`config.mk`:
```
export PLATFORM = sky130hd
export DESIGN_NAME = lvds_serdes_link_flat
export DESIGN_NICKNAME = d
export VERILOG_FILES = /design/src/rtl/lvds_pkg.sv /design/src/rtl/lvds_serdes_link_if.sv /design/src/rtl/lvds_deser.sv /design/src/rtl/lvds_serdes_link.sv /design/src/flat_wrapper.sv
export SDC_FILE = /design/constraint.sdc
export NUM_CORES = 1
export LEC_CHECK = 0
export BUFFER_PORTS_ARGS = -buffer_cell sky130_fd_sc_hd__buf_2
export CAP_MARGIN = 20
export CORE_UTILIZATION = 56
export CTS_CLUSTER_DIAMETER = 100
export DETAILED_ROUTE_END_ITERATION = 8
export PLACE_DENSITY = 0.81
export SYNTH_ARGS = -nofsm -noshare
export SYNTH_HDL_FRONTEND = slang
export SYNTH_SLANG_ARGS = --single-unit
```
`constraint.sdc`:
```
create_clock -name clk -period 4.65 [get_ports clk]
set_clock_uncertainty 0.05 [all_clocks]
set_input_delay 0.2325 -clock clk [delete_from_list [all_inputs] [get_ports clk]]
set_output_delay 0.2325 -clock clk [all_outputs]
set_load 0.01 [all_outputs]
```
`src/rtl/lvds_pkg.sv`:
```
// Shared definitions for the soft LVDS serializer/deserializer link:
// default word width, counter width, RX lock states and the frame-clock window helper.
package lvds_pkg;

    localparam int DATA_W_DEF = 8;
    localparam int CNT_W      = $clog2(DATA_W_DEF);

    typedef enum logic {
        RX_HUNT   = 1'b0,
        RX_LOCKED = 1'b1
    } rx_state_e;

    // Frame clock is high for the first half of every frame (bit index 0 .. DATA_W/2-1).
    function automatic logic frame_clk_high(input int unsigned idx, input int unsigned data_w);
        return (idx < (data_w >> 1));
    endfunction

endpackage

```
`src/rtl/lvds_serdes_link_if.sv`:
```
// Parallel/serial signal bundle of the LVDS link; master = user/pad side, slave = link block.
interface lvds_serdes_link_if #(
    parameter int DATA_W = 8
) ();

    logic [DATA_W-1:0] tx_in;
    logic              tx_load;
    logic              tx_out;
    logic              tx_outclock;
    logic              rx_in;
    logic              rx_inclock;
    logic [DATA_W-1:0] rx_out;
    logic              rx_valid;
    logic              rx_outclock;
    logic              rx_locked;
    logic              rx_align_err;

    modport master (
        output tx_in,
        output rx_in,
        output rx_inclock,
        input  tx_load,
        input  tx_out,
        input  tx_outclock,
        input  rx_out,
        input  rx_valid,
        input  rx_outclock,
        input  rx_locked,
        input  rx_align_err
    );

    modport slave (
        input  tx_in,
        input  rx_in,
        input  rx_inclock,
        output tx_load,
        output tx_out,
        output tx_outclock,
        output rx_out,
        output rx_valid,
        output rx_outclock,
        output rx_locked,
        output rx_align_err
    );

endinterface

```
`src/rtl/lvds_deser.sv`:
```
// RX path of the LVDS link: retimes serial data and frame clock, aligns on the
// frame-clock rising edge and emits one parallel word per frame.
module lvds_deser
    import lvds_pkg::*;
#(
    parameter int DATA_W = DATA_W_DEF
) (
    input  logic              clk,
    input  logic              rst_n,
    input  logic              rx_data,
    input  logic              rx_frame_clk,
    output logic [DATA_W-1:0] rx_out,
    output logic              rx_valid,
    output logic              rx_outclock,
    output logic              rx_locked,
    output logic              rx_align_err
);

    localparam int                IDX_W    = $clog2(DATA_W);
    localparam logic [IDX_W-1:0]  LAST_IDX = IDX_W'(DATA_W - 1);

    logic              rx_in_q_r;
    logic              ck_q_r;
    logic              ck_qq_r;
    logic [DATA_W-1:0] shreg_r;
    logic [DATA_W-1:0] rx_out_r;
    logic [IDX_W-1:0]  cnt_r;
    logic [IDX_W-1:0]  cnt_nxt_s;
    rx_state_e         state_r;
    rx_state_e         state_nxt_s;
    logic              rx_valid_r;
    logic              rx_outclock_r;
    logic              rx_locked_r;
    logic              rx_align_err_r;
    logic              rise_s;
    logic              locked_s;
    logic              word_done_s;
    logic              misalign_s;

    // Input retiming, frame-clock edge history and serial shift register
    always_ff @(posedge clk or negedge rst_n) begin
        if (!rst_n) begin
            rx_in_q_r <= 1'b0;
            ck_q_r    <= 1'b0;
            ck_qq_r   <= 1'b0;
            shreg_r   <= {DATA_W{1'b0}};
        end else begin
            rx_in_q_r <= rx_data;
            ck_q_r    <= rx_frame_clk;
            ck_qq_r   <= ck_q_r;
            shreg_r   <= {shreg_r[DATA_W-2:0], rx_in_q_r};
        end
    end

    // Lock FSM next state: hunt until the first frame-clock rise, then hold lock
    always_comb begin
        state_nxt_s = state_r;
        case (state_r)
            RX_HUNT: begin
                if (rise_s) begin
                    state_nxt_s = RX_LOCKED;
                end else begin
                    state_nxt_s = RX_HUNT;
                end
            end
            RX_LOCKED: state_nxt_s = RX_LOCKED;
            default:   state_nxt_s = RX_HUNT;
        endcase
    end

    // Bit counter and word-complete / misalignment decode
    always_comb begin
        rise_s    = ck_q_r & ~ck_qq_r;
        locked_s  = (state_r == RX_LOCKED);
        cnt_nxt_s = {IDX_W{1'b0}};
        if (rise_s) begin
            cnt_nxt_s = IDX_W'(1);
        end else if (cnt_r == LAST_IDX) begin
            cnt_nxt_s = {IDX_W{1'b0}};
        end else begin
            cnt_nxt_s = cnt_r + IDX_W'(1);
        end
        // A rise arriving anywhere but the frame boundary drops the partial word
        word_done_s = locked_s && !rise_s && (cnt_r == LAST_IDX);
        misalign_s  = locked_s && rise_s && (cnt_r != {IDX_W{1'b0}});
    end

    // Counter, lock state and registered outputs
    always_ff @(posedge clk or negedge rst_n) begin
        if (!rst_n) begin
            cnt_r          <= {IDX_W{1'b0}};
            state_r        <= RX_HUNT;
            rx_locked_r    <= 1'b0;
            rx_valid_r     <= 1'b0;
            rx_out_r       <= {DATA_W{1'b0}};
            rx_align_err_r <= 1'b0;
            rx_outclock_r  <= 1'b0;
        end else begin
            cnt_r          <= cnt_nxt_s;
            state_r        <= state_nxt_s;
            rx_locked_r    <= (state_nxt_s == RX_LOCKED);
            rx_valid_r     <= word_done_s;
            rx_align_err_r <= misalign_s;
            rx_outclock_r  <= (cnt_nxt_s != {IDX_W{1'b0}}) &&
                              frame_clk_high(32'(cnt_nxt_s) - 32'd1, 32'(DATA_W));
            if (word_done_s) begin
                rx_out_r <= {shreg_r[DATA_W-2:0], rx_in_q_r};
            end
        end
    end

    assign rx_out       = rx_out_r;
    assign rx_valid     = rx_valid_r;
    assign rx_outclock  = rx_outclock_r;
    assign rx_locked    = rx_locked_r;
    assign rx_align_err = rx_align_err_r;

endmodule

```
`src/rtl/lvds_serdes_link.sv`:
```
// Single-lane soft LVDS link: DATA_W:1 serializer with frame clock plus lvds_deser RX path.
// Optional macro LVDS_INT_LOOPBACK_EN adds loopback_en to feed RX from TX internally.
module lvds_serdes_link
    import lvds_pkg::*;
#(
    parameter int DATA_W = DATA_W_DEF
) (
    input  logic               clk,
    input  logic               rst_n,
`ifdef LVDS_INT_LOOPBACK_EN
    input  logic               loopback_en,
`endif
    lvds_serdes_link_if.slave  link
);

    localparam int                IDX_W    = $clog2(DATA_W);
    localparam logic [IDX_W-1:0]  LAST_IDX = IDX_W'(DATA_W - 1);

    logic [IDX_W-1:0]  bit_idx_r;
    logic [IDX_W-1:0]  bit_idx_nxt_s;
    logic              capture_s;
    logic [DATA_W-1:0] tx_shreg_r;
    logic              tx_out_r;
    logic              tx_outclock_r;
    logic              tx_load_r;
    logic              rx_data_s;
    logic              rx_frame_clk_s;

    // TX bit index sequencing; the wrap to 0 is the capture edge
    always_comb begin
        capture_s     = 1'b0;
        bit_idx_nxt_s = {IDX_W{1'b0}};
        if (bit_idx_r == LAST_IDX) begin
            capture_s     = 1'b1;
            bit_idx_nxt_s = {IDX_W{1'b0}};
        end else begin
            capture_s     = 1'b0;
            bit_idx_nxt_s = bit_idx_r + IDX_W'(1);
        end
    end

    // TX shift register, serial output and frame-clock / load strobes
    always_ff @(posedge clk or negedge rst_n) begin
        if (!rst_n) begin
            bit_idx_r     <= LAST_IDX;
            tx_shreg_r    <= {DATA_W{1'b0}};
            tx_out_r      <= 1'b0;
            tx_outclock_r <= 1'b0;
            tx_load_r     <= 1'b1;
        end else begin
            bit_idx_r     <= bit_idx_nxt_s;
            tx_outclock_r <= frame_clk_high(32'(bit_idx_nxt_s), 32'(DATA_W));
            tx_load_r     <= (bit_idx_nxt_s == LAST_IDX);
            if (capture_s) begin
                tx_shreg_r <= link.tx_in;
                tx_out_r   <= link.tx_in[DATA_W-1];
            end else begin
                // tx_out is the register's next MSB, so it stays in step with the shift
                tx_shreg_r <= {tx_shreg_r[DATA_W-2:0], 1'b0};
                tx_out_r   <= tx_shreg_r[DATA_W-2];
            end
        end
    end

`ifdef LVDS_INT_LOOPBACK_EN
    assign rx_data_s      = loopback_en ? tx_out_r      : link.rx_in;
    assign rx_frame_clk_s = loopback_en ? tx_outclock_r : link.rx_inclock;
`else
    assign rx_data_s      = link.rx_in;
    assign rx_frame_clk_s = link.rx_inclock;
`endif

    lvds_deser #(
        .DATA_W (DATA_W)
    ) u_deser (
        .clk          (clk),
        .rst_n        (rst_n),
        .rx_data      (rx_data_s),
        .rx_frame_clk (rx_frame_clk_s),
        .rx_out       (link.rx_out),
        .rx_valid     (link.rx_valid),
        .rx_outclock  (link.rx_outclock),
        .rx_locked    (link.rx_locked),
        .rx_align_err (link.rx_align_err)
    );

    assign link.tx_out      = tx_out_r;
    assign link.tx_outclock = tx_outclock_r;
    assign link.tx_load     = tx_load_r;

endmodule

```
`src/flat_wrapper.sv`:
```
// flat-port wrapper written by rule: the top's interface ports become plain ports
module lvds_serdes_link_flat import lvds_pkg::*;
#(
    parameter int DATA_W = DATA_W_DEF
)
  (clk, rst_n, link_tx_in, link_rx_in, link_rx_inclock, link_tx_load, link_tx_out, link_tx_outclock, link_rx_out, link_rx_valid, link_rx_outclock, link_rx_locked, link_rx_align_err);
  lvds_serdes_link_if #(.DATA_W(DATA_W)) link_i ();
  input  logic clk;
  input  logic rst_n;
  input wire logic [$bits(link_i.tx_in)-1:0] link_tx_in;
  input wire logic [$bits(link_i.rx_in)-1:0] link_rx_in;
  input wire logic [$bits(link_i.rx_inclock)-1:0] link_rx_inclock;
  output wire logic [$bits(link_i.tx_load)-1:0] link_tx_load;
  output wire logic [$bits(link_i.tx_out)-1:0] link_tx_out;
  output wire logic [$bits(link_i.tx_outclock)-1:0] link_tx_outclock;
  output wire logic [$bits(link_i.rx_out)-1:0] link_rx_out;
  output wire logic [$bits(link_i.rx_valid)-1:0] link_rx_valid;
  output wire logic [$bits(link_i.rx_outclock)-1:0] link_rx_outclock;
  output wire logic [$bits(link_i.rx_locked)-1:0] link_rx_locked;
  output wire logic [$bits(link_i.rx_align_err)-1:0] link_rx_align_err;
  assign link_i.tx_in = link_tx_in;
  assign link_i.rx_in = link_rx_in;
  assign link_i.rx_inclock = link_rx_inclock;
  assign link_tx_load = link_i.tx_load;
  assign link_tx_out = link_i.tx_out;
  assign link_tx_outclock = link_i.tx_outclock;
  assign link_rx_out = link_i.rx_out;
  assign link_rx_valid = link_i.rx_valid;
  assign link_rx_outclock = link_i.rx_outclock;
  assign link_rx_locked = link_i.rx_locked;
  assign link_rx_align_err = link_i.rx_align_err;
  lvds_serdes_link #(.DATA_W(DATA_W)) u_core (.clk(clk), .rst_n(rst_n), .link(link_i));
endmodule
```
# [Word-level counts from Yosys, hierarchy flattened]
# Index checks and enable logic that the tools add are counted.
[word_totals] regBits=38 input_bits=12 output_inout_bits=15 elab_cells=42
[classes] add_sub_neg=3 magnitude_cmp=2 eq_ne=3 mux=8 bitwise=3 reduce_logical=8
[ops] operator="$lt 32x3->1 const B" count=1
[ops] operator="$eq 3x3->1 const B" count=3
[ops] operator="$mux 3" count=3
[ops] operator="$mux 7" count=1
[ops] operator="$add 3x1->3 const B" count=2
[ops] operator="$reduce_bool 3->1" count=2
[ops] operator="$logic_and 1x1->1" count=5
[ops] operator="$sub 3x1->4 const B" count=1
[ops] operator="$lt 3x3->1 const B" count=1
[ops] operator="$mux 1" count=3
[ops] operator="$not 1->1" count=2
[ops] operator="$pmux 1 s2" count=1
[ops] operator="$and 1x1->1" count=1
[ops] operator="$logic_not 1->1" count=1

# [Depth between registers and ports, before layout]
[depth] ltp_word=6 mapped_depth=5 depth_no_buf=5

# [Hierarchy]
# From an unflattened synthesis, not the netlist that was laid out.
[hier_totals] hier_cells=82 area_unflattened_um2=1376.3
[by_module_without_submodules] mod="lvds_deser" instances=1 cells_each=51 area_each_um2=884.6 seq_area_each_um2=625.6
[by_module_without_submodules] mod="lvds_serdes_link" instances=1 cells_each=31 area_each_um2=491.7 seq_area_each_um2=330.3

# [Worst setup path after synthesis]
# Ideal clock, no wire load.
[synth_timing] path_kind="register to register" start="register u_core.u_deser.cnt_r[0]" end="register u_core.u_deser.rx_out_r[0] (netlist: u_core.u_deser.rx_out[0])" setup_ns=0.125 t_arrival_ns=1.334 required_ns=4.475 setup_slack_ns=3.140 path_stages_with_launch=6 n_path_buf=1 period_less_slack_ns=1.510 cell_sequence="dfrtp_1 -> ha_1 -> ha_1 -> and3_4 -> buf_6 -> mux2_4"
[synth_between] elab_chain_len=2
[synth_rtl] element="from (decl)" line="lvds_deser.sv:27" source="logic [IDX_W-1:0] cnt_r;"
[synth_rtl] element="from (signal assigned)" line="lvds_deser.sv:91" source="cnt_r <= {IDX_W{1'b0}};"
[synth_rtl] element="from (signal assigned)" line="lvds_deser.sv:99" source="cnt_r <= cnt_nxt_s;"
[synth_rtl] element="$eq 3x3->1" line="lvds_deser.sv:84" source="word_done_s = locked_s && !rise_s && (cnt_r == LAST_IDX);"
[synth_rtl] element="$logic_and 1x1->1" line="lvds_deser.sv:84"
[synth_rtl] element="net u_core.u_deser.word_done_s" line="lvds_deser.sv:37" source="logic word_done_s;"
[synth_rtl] element="to (signal assigned)" line="lvds_deser.sv:95" source="rx_out_r <= {DATA_W{1'b0}};"
[synth_rtl] element="to (signal assigned)" line="lvds_deser.sv:107" source="rx_out_r <= {shreg_r[DATA_W-2:0], rx_in_q_r};"
[synth_rtl] element="to (decl)" line="lvds_deser.sv:26" source="logic [DATA_W-1:0] rx_out_r;"
# The timed path passes the listed nets, and every way through them passes these cells.
# A chain may end at the register's enable or synchronous reset.

# [Final worst setup path]
[layout_timing] start="register u_core.bit_idx_r[0]" end="register u_core.tx_shreg_r[6]"
[layout_between] elab_chain_len=3
[layout_rtl] element="from (decl)" line="lvds_serdes_link.sv:19" source="logic [IDX_W-1:0] bit_idx_r;"
[layout_rtl] element="from (signal assigned)" line="lvds_serdes_link.sv:51" source="bit_idx_r <= bit_idx_nxt_s;"
[layout_rtl] element="$eq 3x3->1" line="lvds_serdes_link.sv:33" source="if (bit_idx_r == LAST_IDX) begin"
[layout_rtl] element="$mux 1" line="lvds_serdes_link.sv:33"
[layout_rtl] element="$mux 7" line="lvds_serdes_link.sv:54" source="if (capture_s) begin"
[layout_rtl] element="to (signal assigned)" line="lvds_serdes_link.sv:46" source="tx_shreg_r <= {DATA_W{1'b0}};"
[layout_rtl] element="to (signal assigned)" line="lvds_serdes_link.sv:55" source="tx_shreg_r <= link.tx_in;"
[layout_rtl] element="to (signal assigned)" line="lvds_serdes_link.sv:59" source="tx_shreg_r <= {tx_shreg_r[DATA_W-2:0], 1'b0};"
[layout_rtl] element="to (decl)" line="lvds_serdes_link.sv:22" source="logic [DATA_W-1:0] tx_shreg_r;"
# Every way passes these cells.

==> flow_summary_export.csv <==
group,metric,value,unit
global_route,grt_pass1_vias,773,
sta,max_slew_margin,48.14,%
global_route,track_usage,20.27,%
pwr,leakage,0.7756,nW
critical_path,worst_setup_path_end_kind,"register",
sta,fin_setup_tns,0,ps
floorplanning,rows,17,
critical_path,crit_type,"register to register",
cts,cts_tree,"built",
global_route,grt_pass1_wl,3470,um
sta,tightestPinTransition,778.0,ps
synthesis,synth_nets,96,
drt,vias,688,
synthesis,synthDistinctLibCells,19,
global_route,grt_max_degree,39,
synthesis,yosys_register_bits,38,
floorplanning,dieArea,2613,sq um
pwr,ir_drop,0.3372,mV
layout,syn_to_final_growth,17.69,%
global_route,gr-total-overflow,0,
cts,h-tree-depth,2,
run_status,status,"finished clean",
floorplanning,ios,27,
layout,nets,130,
cts,clk_latency,340,ps
sta,slew_violations,0,
placement,dp_hpwl,1363,um
sta,layout_worst_path_cycle_share,35.31,%
drt,wl_per_cell,13.70,um
critical_path,worstPathArrival,1820,ps
layout,final_layout_size_suffix_gt1_share,47.37,%
layout,n_antenna_cell,0,
critical_path,endpoint,"u_core.tx_shreg_r[6]$_DFF_PN0_",
layout,mostFrequentLayoutCell,"dfrtp_1",
critical_path,critPathRequiredTime,4830,ps
sta,timing.final.hold_violations,0,
layout,fin_util,71.20,%
placement,port_buffers,26,
cts,cts_root_buf,"clkbuf_4",
synthesis,ys_warn_count,0,
drt,drtIter0Drc,1,
layout,layout_common_cells,"dfrtp_1 (34), buf_2 (26), mux2_4 (8)",
hold_path,hold_start,"link_tx_in[0]",
cts,clkSlewWorstSetupHoldPaths,110,ps
drt,routed_via_density,4.845,
cts,postCtsSetupBuffers,0,
synthesis,synth_area_per_cell,17.11,sq um
cts,clk_path_buf_depth,2,
synthesis,synth_area,1351,sq um
placement,place_congestion,0.6229,
cts,cts_sinks,38,
critical_path,r2r_setup_slack,3010,ps
sta,setup_viol,0,
cts,numCtsBuffers,5,
critical_path,reg2regPathDepth,3,
synthesis,synthCells,79,
floorplanning,fp.dieH,51.12,um
sta,period_needed,1642,ps
critical_path,worstSetupStartpointType,"register",
critical_path,r2r_end,"u_core.tx_shreg_r[6]$_DFF_PN0_",
drt,antenna_left,0,
synthesis,synth-seq-area-share,70.74,%
drt,drt-total-wl,1945,um
sta,max_freq,0.6090,GHz
floorplanning,start_util,60.50,%
pwr,p_per_area,500.4,nW/um^2
critical_path,timing.rr.start,"u_core.bit_idx_r[0]$_DFF_PN1_",
floorplanning,core,2233,sq um
drt,drc,0,
floorplanning,die_w,51.12,um
sta,rsz0062_at_grt,"false",
hold_path,holdCritPathClass,"input port to register",
job,maxCapViolCount,0,
critical_path,startpoint,"u_core.bit_idx_r[0]$_DFF_PN1_",
critical_path,critPathMaxFanout,10,
drt,first_pass_iters,4,
global_route,antenna_found_initial,0,
[power by group]
| part | internal, mW | total (mW) | switching [mW] |
|---|---|---|---|
| registers | 0.391 | 0.423 | 0.0324 |
| clock network | 0.0733 | 0.170 | 0.0971 |
| logic | 0.118 | 0.202 | 0.0846 |
| total | 0.582 | 0.796 | 0.214 |
[sequential cells by signal, indices dropped and copies added, names as in the netlist]
signal / count
u_core.bit_idx_r: 3
u_core.link.tx_load: 1
u_core.link.tx_out: 1
u_core.link.tx_outclock: 1
u_core.tx_shreg_r: 7
u_core.u_deser.ck_q_r: 1
u_core.u_deser.ck_qq_r: 1
u_core.u_deser.cnt_r: 3
u_core.u_deser.rx_align_err: 1
u_core.u_deser.rx_in_q_r: 1
u_core.u_deser.rx_locked: 1
u_core.u_deser.rx_out: 8
u_core.u_deser.rx_outclock: 1
u_core.u_deser.rx_valid: 1
u_core.u_deser.shreg_r: 7
[per-stage QoR]
step | hold slack, ps | cells | area, sq um | setup slack, ps | total power [mW]
final | 65.88 | 142 | 1590 | 3008 | 0.7958
after global routing | 49.67 | 142 | 1590 | 2892 | 0.8468
after CTS | 51.91 | 142 | 1590 | 2984 | 0.8089
after detailed placement | 292.2 | 131 | 1500 | 2999 | 0.6333
after global placement | 289.9 | 131 | 1500 | 3068 | 0.6212
after floorplan | -113.1 | 79 | 1351 | 3140 | 0.5610
[routing by layer]
metal  share of wire, %  GRT usage [%]  up-vias
met5                  0              0        -
met4                3.0          12.50        0
met3                5.0          8.929        5
met2                 51          32.24       19
met1                 41          22.11      338
li1                   -              -      326
[Yosys cell counts, drive strengths merged]
library cell	number	area, sq um
nor2	2	7.510
dfstp	4	105.1
o21ai	2	10.01
nor3b	1	7.510
or2b	1	7.510
o21bai	1	7.510
and3	1	11.26
nand2	1	3.750
xnor2	1	8.760
mux2	15	199.0
ha	5	62.56
nor2b	1	6.260
dfrtp	34	850.8
inv	4	15.01
buf	2	16.26
and2	3	18.77
nand2b	1	13.76
[kinds of logic (layout without fill, tap and decap cells)]
| kind of cell | after synthesis | count (layout) | share of synthesized area, % |
|---|---|---|---|
| DFF | 38 | 38 | 70.74 |
| muxes | 15 | 15 | 14.72 |
| and+or+nand+nor | 11 | 11 | 5.649 |
| buffers and inverters | 6 | 41 | 2.314 |
| adders and majority gates | 5 | 5 | 4.630 |
| AOI/OAI and AO/OA | 3 | 3 | 1.297 |
| xor gates and xnor gates | 1 | 1 | 0.6483 |
[worst min path at each step]
stage	endpoint	depth (start not counted)
6_report	u_core.tx_shreg_r[0]$_DFF_PN0_	2
5_1_grt	u_core.link.tx_out$_DFF_PN0_	2
4_1_cts	u_core.tx_shreg_r[4]$_DFF_PN0_	2
3_5_place_dp	u_core.u_deser.rx_in_q_r$_DFF_PN0_	1
3_3_place_gp	u_core.tx_shreg_r[5]$_DFF_PN0_	1
2_1_floorplan	u_core.link.tx_out$_DFF_PN0_	0
[final cells by class]
type | count | area (sq um)
clock buffer | 7 | 55.05
fill | 160 | 643.1
sequential | 38 | 955.9
timing repair buffer | 29 | 160.2
clock inverter | 1 | 5.005
tap | 28 | 35.03
inverter | 4 | 15.01
multi-input combinational | 35 | 364.1
[worst max-delay path, stage by stage, from the launching register on]
cell,delay (ps)
dfstp_2,560
ha_1,160
ha_1,390
mux2_2,390
[what timing repair did]
| action | CTS | global route |
|---|---|---|
| resized for setup | 0 | 0 |
| hold buffers | 3 | 0 |
| hold endpoints to repair | 36 | 0 |
(Power assumes the default switching activity.)
